<file path="src/rtl/fetch_unit.sv">
// Instruction fetch stage: owns the PC, drives a 1-cycle-latency instruction ROM and
// presents one instruction per cycle to decode, with stall, absolute redirect and halt.
module fetch_unit #(
    parameter int             D          = 10,
    parameter int             W          = 9,
    parameter int             CW         = 16,
    parameter logic [W-1:0]   HALT_INSTR = 9'h1FF
) (
    input  logic          clk,
    input  logic          reset,
    input  logic          stall,
    input  logic          absjump_en,
    input  logic [D-1:0]  target,
    output logic [D-1:0]  rom_addr,
    input  logic [W-1:0]  rom_data,
    output logic [W-1:0]  instr,
    output logic          instr_valid,
    output logic [D-1:0]  prog_ctr,
    output logic [CW-1:0] instr_count,
    output logic          done
);

    typedef enum logic {RUN = 1'b0, HALT = 1'b1} state_t;

    state_t        state_q, state_d;
    logic [D-1:0]  fetch_pc_q, fetch_pc_d;
    logic [D-1:0]  req_pc_q, req_pc_d;
    logic          req_v_q, req_v_d;
    logic          done_q, done_d;
    logic [CW-1:0] count_q, count_d;

    logic accept;
    logic is_halt;

    assign instr_valid = req_v_q & (state_q == RUN);
    assign is_halt     = (rom_data == HALT_INSTR);
    assign accept      = instr_valid & ~stall;

    // State register
    always_ff @(posedge clk or posedge reset) begin
        if (reset) begin
            state_q <= RUN;
        end else begin
            state_q <= state_d;
        end
    end

    // Next-state logic: HALT is left only through reset
    always_comb begin
        state_d = state_q;
        case (state_q)
            RUN:     if (accept && is_halt) state_d = HALT;
            HALT:    state_d = HALT;
            default: state_d = RUN;
        endcase
    end

    // Output logic
    always_comb begin
        instr    = instr_valid ? rom_data : '0;
        prog_ctr = req_pc_q;
        // Replaying the in-flight address keeps rom_data stable for the whole stall
        rom_addr = (stall && req_v_q) ? req_pc_q : fetch_pc_q;
        instr_count = count_q;
        done        = done_q;
    end

    always_comb begin
        fetch_pc_d = fetch_pc_q;
        req_pc_d   = req_pc_q;
        req_v_d    = req_v_q;
        done_d     = done_q;
        count_d    = count_q;

        if (accept && (count_q != '1)) begin
            count_d = count_q + 1'b1;
        end

        if ((state_q == RUN) && !stall) begin
            if (accept && is_halt) begin
                // Halt wins over a redirect; fetch_pc freezes so rom_addr stays put
                req_v_d = 1'b0;
                done_d  = 1'b1;
            end else if (accept && absjump_en) begin
                // Word fetched this cycle is wrong-path: drop it, one bubble follows
                fetch_pc_d = target;
                req_v_d    = 1'b0;
            end else begin
                req_pc_d   = fetch_pc_q;
                req_v_d    = 1'b1;
                fetch_pc_d = fetch_pc_q + 1'b1;
            end
        end
    end

    always_ff @(posedge clk or posedge reset) begin
        if (reset) begin
            fetch_pc_q <= '0;
            req_pc_q   <= '0;
            req_v_q    <= 1'b0;
            done_q     <= 1'b0;
            count_q    <= '0;
        end else begin
            fetch_pc_q <= fetch_pc_d;
            req_pc_q   <= req_pc_d;
            req_v_q    <= req_v_d;
            done_q     <= done_d;
            count_q    <= count_d;
        end
    end

endmodule

</file>
<file path="config.mk">
export PLATFORM = sky130hd
export DESIGN_NAME = fetch_unit
export DESIGN_NICKNAME = d
export VERILOG_FILES = /design/src/rtl/fetch_unit.sv
export SDC_FILE = /design/constraint.sdc
export NUM_CORES = 1
export LEC_CHECK = 0
export ABC_CLOCK_PERIOD_IN_PS = 2800
export CORE_MARGIN = 5
export CORE_UTILIZATION = 25
export DETAILED_ROUTE_END_ITERATION = 7
export HOLD_SLACK_MARGIN = 0.15
export PLACE_DENSITY = 0.53
export SYNTH_ARGS = -nofsm -noshare
export SYNTH_HDL_FRONTEND = slang
export SYNTH_SLANG_ARGS = --single-unit
</file>
<file path="constraint.sdc">
create_clock -name clk -period 2.8 [get_ports clk]
set_input_delay 0.7 -clock clk [delete_from_list [all_inputs] [get_ports clk]]
set_output_delay 0.7 -clock clk [all_outputs]
set_load 0.05 [all_outputs]
</file>
==> metrics.cfg <==
[pwr]
p_switching_mw = 1.30
p_seq_frac = 0.299
total_leakage_power_nw = 1.35
pwr_density_cell_mw_per_mm2 = 930
p_sw_frac = 0.429
pwr-share-comb = 0.538
pwr-share-clk = 0.163
intPower_mw = 1.73
ir_drop_mv = 0.603
totalPowerFinal_mw = 3.03

[sta]
slew_headroom = 0.607
fin_setup_tns_ps = 0
slew_violations = 0
min_period_ps = 2600
fin_crit_sh = 0.930
timing.final.hold_violations = 0
grt_setup_unrepaired = false
worstMarginPinSlew_ps = 588
setup_viol = 0
skew_ps = 7.98
max_freq_mhz = 384

[routing]
route.detailed.drc = 0
routed_wl_um = 5460
viasPerCell = 4.59
antenna_left = 0
drt_iter0_markers = 75
wl_per_cell_um = 14.5
vias = 1732
dr.pass1.iters = 4

[grt]
grt_util_all_layers = 0.108
antenna_found_initial = 0
grt_pass1_wl_um = 8940
grt.overflow.total = 0
grt_pass1_vias = 1778
grt_max_degree = 40

[critical_path]
arrival_ps = 1900
path_class = primary input to output pin
cpMostUsedCell = buf_12
cp-end-kind = output pin
max_stage_delay_ps = 420
worstSetupStartpointType = primary input
crit_path_max_fanout = 10
cp.required_ps = 2100
crit_slowest_cell = clkdlybuf4s50_1
cp_cell_sequence = clkdlybuf4s50_1 -> nand2_1 -> buf_12 -> mux2_2 -> buf_12

[synth]
yosysUniqueCellTypes = 35
synthCells = 195
synth_fp_nets = 220
synth_area_mm2 = 0.00211
ys_warn_count = 0
yosysSeqAreaShare = 0.462
ys_seq_elements = 39
postSynthAreaPerCell_um2 = 10.8

[die]
core_region_area_mm2 = 0.00822
boundaryPins = 70
dieArea_mm2 = 0.0104
rows = 33
die_w_um = 102
start_util = 0.257
die_y_um = 102

[final_layout]
post-route-util = 0.396
layout-area-overhead-vs-synth_pct = 53.9
num_antenna_cells = 0
finalNonFillerCells = 377
fin_nets = 296
drive_above_1_share = 0.232

[cts]
clk_path_buf_depth = 2
cts_tree = done
clk_pin_slew_ps = 80
numCtsBuffers = 5
clock_latency_ps = 290
htree_levels = 2
cts_hold_buf = 0
clock_sinks = 39
cts_root_buf = clkbuf_8
cts_setup_buffers = 0
cts_resized = 0

[status]
status = complete, no violations

[placed_design]
post-dp-hpwl_um = 3980
dpl.cell_count = 369
place_congestion = 0.720
io_buffers = 69

[worst_hold_path]
min_path_type = flop to flop

[job]
max_cap_violations = 0

==> layout make-up <==
class                   count  area [um2]
clock buffers               6        82.6
clock inverters             2        35.0
fillers                   798        4960
inverters                   3        11.3
multi-input cells         145        1070
flip-flops and latches     39         976
well taps                 105         131
repair buffers             77         951
==> critical path, delay by kind of cell <==
family | cells | cell delay [ps]
buffers and inverters | 3 | 720
muxes | 1 | 360
and+or+nand+nor | 1 | 110
==> power by group through the flow <==
stage / sequential [mW] / combinational, mW / clock [mW]
after global placement: 0.913 / 1.63 / 0
after global routing: 0.938 / 1.71 / 0.534
after CTS: 0.906 / 1.65 / 0.513
after detailed placement: 0.916 / 1.64 / 0
after floorplan: 1.23 / 0.649 / 0
final: 0.904 / 1.63 / 0.494
==> routing by layer <==
layer | GRT usage | vias up | wire length, um
met5 | 0 | - | 0
met4 | 0.0212 | 0 | 19
met3 | 0.0375 | 2 | 362
met2 | 0.170 | 43 | 2600
met1 | 0.146 | 832 | 2480
li1 | - | 855 | -
==> kinds of logic after synthesis <==
| family | share of synthesized area |
|---|---|
| muxes | 0.133 |
| xor gates and xnor gates | 0.0621 |
| AOI/OAI and AO/OA | 0.104 |
| and+or+nand+nor | 0.195 |
| DFF | 0.462 |
| adders and majority gates | 0.0118 |
| buffers and inverters | 0.0337 |
==> synth_stat cells <==
master     instances  area [um2]
a21oi_1           11        55.1
a21oi_4            1        16.3
a2bb2oi_1          5        43.8
a311o_2            1        11.3
a311oi_1           1        8.76
a31oi_2            1        12.5
and2_1            11        68.8
and3_1             5        31.3
and4_1             3        26.3
buf_1              1        3.75
buf_4              1        7.51
buf_6              2        22.5
buf_8              1        15.0
clkbuf_1           3        11.3
dfrtp_1           39         976
ha_1               2        25.0
inv_1              3        11.3
mux2_2            12         135
mux2_4             9         135
mux2i_1            1        10.0
nand2_1           16        60.1
nand2b_1           4        25.0
nand3_1           16        80.1
nand4_1            6        37.5
nor2_1             3        11.3
nor2b_1            1        6.26
nor3_1             2        10.0
nor3b_1            2        15.0
nor4_4             1        21.3
o21ai_0            8        40.0
o22ai_1            5        31.3
or2_2              2        12.5
or3_1              1        6.26
xnor2_1           12         105
xor2_1             3        26.3
==> state kept, by name, indices dropped and copies added (netlist names) <==
register / cells
done: 1
prog_ctr: 10
fetch_pc_q: 10
req_v_q: 1
state_q: 1
instr_count: 16
==> per-stage QoR <==
step                area, um2  worst slack, ps  hold slack, ps
finish                   3250              197             473
floorplan                2110              378             518
global placement         3140              196             455
detailed placement       3140              186             463
CTS                      3250              184             481
global route             3250              141             515
==> layout by cell type (no fill, tap or decap), types with 8 or more instances in the layout <==
cell,Yosys,routed
mux2_4,9,9
clkdlybuf4s50_1,0,49
xnor2_1,12,12
mux2_2,12,12
buf_4,1,8
and2_1,11,11
a21oi_1,11,11
nand2_1,16,16
dfrtp_1,39,39
nand3_1,16,16
buf_12,0,20
o21ai_0,8,8
==> path summary, 6_finish.rpt <==
check | startpoint | to | slack (ps) | depth (start not counted)
min in group asynchronous | reset | prog_ctr[0] | 830 | 3
setup reg to reg | req_v_q | instr_count[1] | 610 | 4
hold reg to reg | done | done | 470 | 1
setup / recovery | stall | rom_addr[6] | 200 | 5
max in group asynchronous | reset | prog_ctr[7] | 1610 | 3
hold / removal | done | done | 470 | 1
(Power assumes the default switching activity.)
